`src/rtl/alu_cmd_sequencer.sv`:
```
// Accumulator front end for the combinational 4-bit ALU core: queues {load, op, operand}
// commands, drives the core, waits for its ripple paths to settle and returns a flagged result.
module alu_cmd_sequencer #(
    parameter int DEPTH         = 4,
    parameter int SETTLE_CYCLES = 2
) (
    input  logic       clk,
    input  logic       rst,
    input  logic       cmd_valid,
    output logic       cmd_ready,
    input  logic       cmd_load,
    input  logic [3:0] cmd_op,
    input  logic [3:0] cmd_operand,
    output logic [3:0] alu_a,
    output logic [3:0] alu_b,
    output logic [3:0] alu_op,
    input  logic [7:0] alu_result,
    output logic       res_valid,
    input  logic       res_ready,
    output logic [7:0] res_data,
    output logic       res_carry,
    output logic       res_zero,
    output logic       res_divz,
    output logic [3:0] acc,
    output logic       busy,
    output logic [3:0] fifo_count
);

    localparam int              PTR_W       = (DEPTH > 1) ? $clog2(DEPTH) : 1;
    localparam logic [PTR_W-1:0] PTR_ONE    = PTR_W'(1);
    localparam logic [3:0]       DEPTH_C    = 4'(DEPTH);
    localparam logic [7:0]       SETTLE_LOAD = 8'(SETTLE_CYCLES - 1);

    typedef enum logic [1:0] {
        IDLE   = 2'd0,
        SETTLE = 2'd1,
        RESP   = 2'd2
    } state_t;

    state_t           state_r;
    state_t           state_nxt_s;
    logic [8:0]       fifo_mem_r [DEPTH];
    logic [PTR_W-1:0] wr_ptr_r;
    logic [PTR_W-1:0] rd_ptr_r;
    logic [3:0]       count_r;
    logic [7:0]       settle_cnt_r;
    logic [3:0]       acc_r;
    logic [3:0]       alu_a_r;
    logic [3:0]       alu_b_r;
    logic [3:0]       alu_op_r;
    logic [7:0]       res_data_r;
    logic             res_carry_r;
    logic             res_divz_r;

    logic       ready_s;
    logic       push_s;
    logic       pop_s;
    logic [8:0] head_s;
    logic       head_load_s;
    logic [3:0] head_op_s;
    logic [3:0] head_opnd_s;
    logic       head_divz_s;
    logic       carry_s;
    logic       acc_upd_s;

    // Handshake and FIFO head decode
    always_comb begin
        ready_s     = (count_r < DEPTH_C) && !rst;
        push_s      = cmd_valid && ready_s;
        pop_s       = (state_r == IDLE) && (count_r != 4'd0);
        head_s      = fifo_mem_r[rd_ptr_r];
        head_load_s = head_s[8];
        head_op_s   = head_s[7:4];
        head_opnd_s = head_s[3:0];
        head_divz_s = !head_s[8] && (head_s[7:4] == 4'd3) && (head_s[3:0] == 4'd0);
    end

    // Carry meaning and accumulator write-back depend on the executing op
    always_comb begin
        carry_s   = 1'b0;
        acc_upd_s = 1'b1;
        case (alu_op_r)
            4'd0, 4'd1, 4'd10, 4'd11, 4'd15: carry_s = alu_result[4];
            4'd2:                            carry_s = |alu_result[7:4];
            default:                         carry_s = 1'b0;
        endcase
        case (alu_op_r)
            4'd12, 4'd13, 4'd14: acc_upd_s = 1'b0;
            default:             acc_upd_s = 1'b1;
        endcase
    end

    // Command storage; contents are don't-care until written
    always_ff @(posedge clk) begin
        if (push_s) begin
            fifo_mem_r[wr_ptr_r] <= {cmd_load, cmd_op, cmd_operand};
        end
    end

    // FIFO pointers and occupancy; a same-edge push and pop leaves the count unchanged
    always_ff @(posedge clk) begin
        if (rst) begin
            wr_ptr_r <= '0;
            rd_ptr_r <= '0;
            count_r  <= 4'd0;
        end else begin
            if (push_s) wr_ptr_r <= wr_ptr_r + PTR_ONE;
            if (pop_s)  rd_ptr_r <= rd_ptr_r + PTR_ONE;
            case ({push_s, pop_s})
                2'b10:   count_r <= count_r + 4'd1;
                2'b01:   count_r <= count_r - 4'd1;
                default: count_r <= count_r;
            endcase
        end
    end

    // State register
    always_ff @(posedge clk) begin
        if (rst) state_r <= IDLE;
        else     state_r <= state_nxt_s;
    end

    // Next-state logic
    always_comb begin
        state_nxt_s = state_r;
        case (state_r)
            IDLE: begin
                if (pop_s) begin
                    if (head_load_s || head_divz_s) state_nxt_s = RESP;
                    else                            state_nxt_s = SETTLE;
                end else begin
                    state_nxt_s = IDLE;
                end
            end
            SETTLE: begin
                if (settle_cnt_r == 8'd0) state_nxt_s = RESP;
                else                      state_nxt_s = SETTLE;
            end
            RESP: begin
                if (res_ready) state_nxt_s = IDLE;
                else           state_nxt_s = RESP;
            end
            default: state_nxt_s = IDLE;
        endcase
    end

    // Datapath: loads and divide-by-zero bypass the core; other ops sample it after settling
    always_ff @(posedge clk) begin
        if (rst) begin
            acc_r        <= 4'd0;
            alu_a_r      <= 4'd0;
            alu_b_r      <= 4'd0;
            alu_op_r     <= 4'd0;
            settle_cnt_r <= 8'd0;
            res_data_r   <= 8'd0;
            res_carry_r  <= 1'b0;
            res_divz_r   <= 1'b0;
        end else begin
            case (state_r)
                IDLE: begin
                    if (pop_s) begin
                        if (head_load_s) begin
                            acc_r       <= head_opnd_s;
                            res_data_r  <= {4'd0, head_opnd_s};
                            res_carry_r <= 1'b0;
                            res_divz_r  <= 1'b0;
                        end else if (head_divz_s) begin
                            res_data_r  <= 8'd0;
                            res_carry_r <= 1'b0;
                            res_divz_r  <= 1'b1;
                        end else begin
                            alu_a_r      <= acc_r;
                            alu_b_r      <= head_opnd_s;
                            alu_op_r     <= head_op_s;
                            settle_cnt_r <= SETTLE_LOAD;
                        end
                    end
                end
                SETTLE: begin
                    if (settle_cnt_r == 8'd0) begin
                        res_data_r  <= alu_result;
                        res_carry_r <= carry_s;
                        res_divz_r  <= 1'b0;
                        if (acc_upd_s) acc_r <= alu_result[3:0];
                    end else begin
                        settle_cnt_r <= settle_cnt_r - 8'd1;
                    end
                end
                default: begin
                    acc_r <= acc_r;
                end
            endcase
        end
    end

    assign cmd_ready  = ready_s;
    assign alu_a      = alu_a_r;
    assign alu_b      = alu_b_r;
    assign alu_op     = alu_op_r;
    assign res_valid  = (state_r == RESP);
    assign res_data   = res_data_r;
    assign res_carry  = res_carry_r;
    assign res_zero   = (res_data_r == 8'd0);
    assign res_divz   = res_divz_r;
    assign acc        = acc_r;
    assign busy       = (state_r != IDLE) || (count_r != 4'd0);
    assign fifo_count = count_r;

endmodule
```
`config.mk`:
```
export PLATFORM = sky130hd
export DESIGN_NAME = alu_cmd_sequencer
export DESIGN_NICKNAME = d
export VERILOG_FILES = /design/src/rtl/alu_cmd_sequencer.sv
export SDC_FILE = /design/constraint.sdc
export NUM_CORES = 1
export LEC_CHECK = 0
export CORE_ASPECT_RATIO = 0.6
export CORE_MARGIN = 5
export CORE_UTILIZATION = 55
export CTS_BUF_LIST = sky130_fd_sc_hd__clkbuf_8 sky130_fd_sc_hd__clkbuf_16
export CTS_CLUSTER_DIAMETER = 80
export DETAILED_ROUTE_END_ITERATION = 6
export PLACE_DENSITY_LB_ADDON = 0.15
export SLEW_MARGIN = 10
export SYNTH_ARGS = -nofsm -noshare
export SYNTH_HDL_FRONTEND = slang
export SYNTH_SLANG_ARGS = --single-unit
```
`constraint.sdc`:
```
create_clock -name clk -period 3.85 [get_ports clk]
set_input_delay 0.385 -clock clk [delete_from_list [all_inputs] [get_ports clk]]
set_output_delay 0.385 -clock clk [all_outputs]
set_load 0.05 [all_outputs]
```
======== Word level (Yosys, flattened, before mapping) ========
Memory sizes are Yosys's and may differ from the RTL's. A register that Yosys moved wholly into a read port is not among the register bits.
Cells that the tools add are included.
operators by class
  add/sub/neg operators ................... 5
  equality and inequality tests ........... 21
  bitwise logic cells ..................... 2
  mux-type cells .......................... 36
  reduce and logical (&&, ||, !) cells .... 25
  order comparisons ....................... 1
operators with widths
  kind                                                 count
  2-to-1 mux 8 bit                                     8
  case mux 8 bit (2 select lines)                      2
  equality test 4 bit, second input constant           6
  zero test 8 bit                                      2
  2-to-1 mux 4 bit                                     4
  case mux 4 bit (2 select lines)                      2
  inequality test 2 bit, second input constant         7
  2-to-1 mux 2 bit                                     6
  2-to-1 mux 1 bit                                     10
  AND reduction 5 bit                                  2
  equality test 4 x 2 -> 1 bit, second input constant  2
  zero test 4 bit                                      2
  AND reduction 4 bit                                  2
  subtractor 8 x 1 -> 8 bit, second input constant     1
  case mux 1 bit (2 select lines)                      3
  case mux 2 bit (3 select lines)                      1
  nonzero test 2 bit                                   3
  logical AND 1 bit                                    5
  OR reduction 5 bit                                   1
  adder 2 x 1 -> 2 bit, second input constant          2
  adder 4 x 1 -> 4 bit, second input constant          1
  equality test 2 x 1 -> 1 bit, second input constant  2
  equality test 2 bit, second input constant           2
  equality test 4 x 1 -> 1 bit, second input constant  1
  10 further kinds                                     13
word-level totals
  memories ................................ 1
  flip-flop bits (word level) ............. 44
  logic and storage cells ................. 103
  output and inout port bits .............. 34
  bits in writable memories ............... 36
memory list
  name        words  bits a word  rd ports  clocked after memory_dff  wr ports  RTL line  source
  fifo_mem_r  4      9            1         1                         1         42        logic [8:0] fifo_mem_r [DEPTH];

======== Longest topological paths before layout ========
  depth in word-level cells ............... 7
  mapped depth ............................ 11
  gate-level depth less buffers ........... 10

======== Least setup slack after synthesis ========
No wires, ideal clock.
  kind .................................... reg-to-reg
  start ................................... reg count_r[2], in the netlist fifo_count[2]
  end ..................................... reg count_r[3], in the netlist fifo_count[3]
  setup time .............................. 70 ps
  cell stages (with the launch flop) ...... 11
  arrival time ............................ 3512 ps
  path slack .............................. 268 ps
  path buffers ............................ 0
  period minus slack after synthesis ...... 3582 ps
  required time ........................... 3780 ps
  cells stage by stage .................... dfxtp_1 -> nor3_1 -> and2_1 -> inv_1 -> ha_1 -> ha_1 -> a21o_1 -> a21oi_1 -> xnor2_1 -> or3_1 -> a21oi_1
between the ends
  longest elaborated chain between the ends .. 5
  elaborated cells on any way between the ends .. 11
  those cells by class .................... add/sub (2); order compare (1); eq/ne (2); mux (1); reduce/logical (5)
RTL lines
  what                                                                          RTL line  source
  start: declaration                                                            45        logic [3:0] count_r;
  start signal: assignment                                                      110       2'b10: count_r <= count_r + 4'd1;
  start signal: assignment                                                      111       2'b01: count_r <= count_r - 4'd1;
  start signal: assignment                                                      112       default: count_r <= count_r;
  less-than comparator 4 x 3 -> 1 bit (*)                                       68        ready_s = (count_r < DEPTH_C) && !rst;
  logical AND 1 bit (*)                                                         68
  via cmd_ready                                                                 10        output logic cmd_ready,
  logical AND 1 bit (*)                                                         69        push_s = cmd_valid && ready_s;
  equality test 2 x 1 -> 1 bit / equality test 2 bit (equally long branches)    109       case ({push_s, pop_s})
  case mux 4 bit (2 select lines) / nonzero test 2 bit (equally long branches)  --
Mark *: on every way through the listed nets, which the timed path passes. The rest lies on a longest branch.
A chain may end at the register's enable or synchronous reset.

==> Implementation_results.wiki <==
{| class="wikitable"
! Metric !! Value
|-
| Maximum vdd ir drop || 0.619 mV
|-
| Post-layout total power || around 3.7 mW
|-
| Final critical-path share of the clock period || 0.767
|-
| Worst slack on hold paths || 0.488 ns
|-
| Max Cap Viol || 0
|-
| Syn nets || between 300 and 400
|-
| Maximum buffer depth of the clock tree || 2
|-
| Gr usage total || 0.200
|-
| Detail Route Antenna Nets || 0
|-
| Async S/R FF share, synth || 0
|-
| Count of boundary I/O pins || 55
|-
| Post-synthesis cell area || approximately 0.0035 mm^2
|-
| Post-Layout Inst Area || between 0.004 and 0.005 mm^2
|-
| Routed via count divided by cell count || about 5.7
|-
| Setup crit start kind || flip-flop
|-
| Complex-gate fraction of the synthesized area || 0.100
|-
| Critical path endpoint category || flip-flop
|-
| Iteration-0 DRC count of the detailed router || around 190
|-
| Final period demand of the worst path || about 3.0 ns
|-
| Reg2reg path depth || 6
|-
| Fraction of the mapped netlist area in simple logic gates || 0.148
|-
| Number of enable flip-flop cells after synthesis || 36
|-
| Outcome || finished clean
|-
| Cell Count, Final, Fillers Out || between 400 and 500
|-
| Latest clock arrival within the worst-skew pair || approximately 0.35 ns
|-
| Worst EP required || around 4.1 ns
|-
| Max-slew headroom at the worst pin || 0.254
|-
| Arrival time reported for the critical path endpoint || approximately 3.2 ns
|-
| Number of cell rows || 22
|-
| Clock tree from TritonCTS || done
|-
| Mux contribution to synthesized area || 0.106
|-
| Post-synthesis register bit count || 82
|-
| DP Cell Count || 430
|-
| Initial Utilization || 0.572
|-
| Cell Pwr Density || approximately 850 mW/mm^2
|-
| Fraction of layout cells with a size suffix above 1 || 0.0829
|-
| Area enclosed by the die boundary || around 0.0082 mm^2
|-
| Via count of the first global-routing pass || 2405
|-
| Die H || roughly 72 um
|-
| Setup Crit Path Kind || flip-flop to flip-flop
|-
| Die W || around 110 um
|-
| Cts-stage hold buffer count || 0
|-
| Number of vias in the routed layout || roughly 2500
|-
| IO Port Bufs || 54
|-
| GPL Wtd Cong || between 0.8 and 0.9
|-
| Hold depth || 1
|-
| Growth of design area from synthesis to finish || 22.1%
|-
| Sequential area share after synthesis || 0.565
|-
| Top cell type's share of synthesized area || 0.305
|-
| Distinct cell type count of the synthesized netlist || 48
|-
| Count of mapped cells out of synthesis || a little over 300
|-
| Post-CTS setup buffer count || 0
|-
| Worst slack at placement || 0.900 ns
|-
| Total iterations of the first detailed-routing run || 4
|-
| Final setup violation count || 0
|-
| Number of antenna violations at the first check in global routing || 0
|-
| Total Negative Setup Slacks || 0 ns
|-
| CTS Sinks || a little over 80
|-
| Fraction of the mapped netlist area in adder cells || 0.0374
|-
| Main combinational cell family by area after synthesis || simple AND/OR/NAND/NOR gates
|-
| Core Footprint || ~0.0062 mm^2
|-
| CP Max Fanout || 11
|-
| Global route total overflow || 0
|-
| Worst hold path class || flip-flop to flip-flop
|-
| Wire length reported by the detailed router || between 7000 and 8000 um
|-
| Dominant register cell in the synthesized netlist || sky130_fd_sc_hd__dfxtp_1
|-
| Post-layout nets || about 390
|-
| Total cell area at the placement stage || ~0.0041 mm^2
|-
| Clock edge transition at the registers on the reported setup and hold paths || roughly 0.080 ns
|-
| Clock skew || around 0.012 ns
|-
| Cell at the root of the clock tree || sky130_fd_sc_hd__clkbuf_8
|-
| Transition time of the tightest slew-check pin || between 1 and 1.5 ns
|-
| Dpl hpwl || 5630 um
|-
| Peak Freq || about 0.34 GHz
|-
| Post-route setup slack || ~0.90 ns
|-
| Number of instances resized during post-cts repair || 0
|-
| Final design utilization || 0.699
|-
| Final hold viol count || 0
|-
| Per-cell routed wire length || roughly 17 um
|-
| Synth Warn # || 0
|-
| Total CTS buffers || 9
|-
| First-pass GRT wire length || 12600 um
|-
| Pin count of the biggest net entering global routing || between 50 and 60
|-
| Unrepaired setup endpoints after global routing || false
|-
| Final Max Tran Viols || 0
|-
| Antenna diode count || 0
|-
| Detailed-route DRC error count || 0
|-
| Count of H-tree levels built during CTS || 3
|-
| Post-synthesis average cell area || between 10 and 15 um^2
|-
| Post-synthesis xor/xnor area fraction || 0.0148
|-
| Leakage power || approximately 1.5 nW
|-
| Largest cells by area after synthesis || sky130_fd_sc_hd__edfxtp_1, sky130_fd_sc_hd__dfxtp_1, sky130_fd_sc_hd__mux4_2
|-
| Cell taking the most area after synthesis || sky130_fd_sc_hd__edfxtp_1
|}
[state kept, by name, indices dropped and copies added (netlist names), named ones only]
name	flops
fifo_mem_r	36
acc	4
fifo_count	4
res_data	8
rd_ptr_r	2
wr_ptr_r	2
res_carry	1
settle_cnt_r	8
alu_op	4
alu_a	4
state_r	2
res_divz	1
alu_b	4
[area by class of cell]
| cell class | count | area, um^2 |
|---|---|---|
| clock inverters | 7 | 61.3 |
| multi-input cells | 197 | 1440 |
| clock buffers | 9 | 124 |
| inverters | 10 | 37.5 |
| fillers | 463 | 1870 |
| flip-flops and latches | 82 | 2000 |
| repair buffers | 57 | 558 |
| well taps | 84 | 105 |
[layout by cell type (no fill, tap or decap), types with 12 or more instances in the layout]
cell	instances
sky130_fd_sc_hd__clkdlybuf4s50_1	53
sky130_fd_sc_hd__dfxtp_1	46
sky130_fd_sc_hd__edfxtp_1	36
sky130_fd_sc_hd__nor2_1	34
sky130_fd_sc_hd__nand2_1	27
sky130_fd_sc_hd__mux2i_1	16
sky130_fd_sc_hd__o21ai_1	15
sky130_fd_sc_hd__a21oi_1	14
sky130_fd_sc_hd__inv_1	12
[synth_stat cells, drive strengths merged (5+ instances only)]
cell type / n
o21ai: 16
nor2: 34
edfxtp: 36
nor2b: 9
clkbuf: 10
nand2: 27
dfxtp: 46
and3: 6
ha: 9
nor3: 5
buf: 5
a21oi: 14
inv: 10
mux4: 9
mux2i: 16
[critical path: stages (launching register included)]
cell and delay, ns:
sky130_fd_sc_hd__dfxtp_1 0.50, sky130_fd_sc_hd__buf_4 0.24, sky130_fd_sc_hd__mux4_2 0.53, sky130_fd_sc_hd__nor4b_4 0.16, sky130_fd_sc_hd__a211oi_1 0.93, sky130_fd_sc_hd__or2_1 0.38
sky130_fd_sc_hd__a21oi_1 0.10
[path summary, 6_finish.rpt]
| path | from | slack, ns | end |
|---|---|---|---|
| min | settle_cnt_r[6]$_SDFFE_PP0P_ | 0.49 | settle_cnt_r[6]$_SDFFE_PP0P_ |
| min reg2reg | settle_cnt_r[6]$_SDFFE_PP0P_ | 0.49 | settle_cnt_r[6]$_SDFFE_PP0P_ |
| max reg2reg | flip-flop | 0.90 | state_r[1]$_SDFF_PP0_ |
| max | flip-flop | 0.90 | state_r[1]$_SDFF_PP0_ |
[where the power goes]
group | switching (mW) | total [mW] | internal, mW
clock network | 0.298 | 0.591 | 0.293
registers | 0.162 | 1.23 | 1.07
logic | 1.18 | 1.84 | 0.663
[kinds of logic after synthesis]
logic type / after synthesis
and+or+nand+nor: 101
AOI/OAI and AO/OA: 54
adders and majority gates: 10
DFF: 82
muxes: 26
buffers and inverters: 25
xor gates and xnor gates: 6
[per-layer routing]
layer / track usage / up-vias / share of wire
met4: 0.0440 / 0 / 0.0056
met1: 0.297 / 1229 / 0.48
li1: - / 1215 / -
met3: 0.0650 / 4 / 0.081
met5: 0 / - / 0
met2: 0.285 / 101 / 0.43
(Power assumes the default switching activity.)
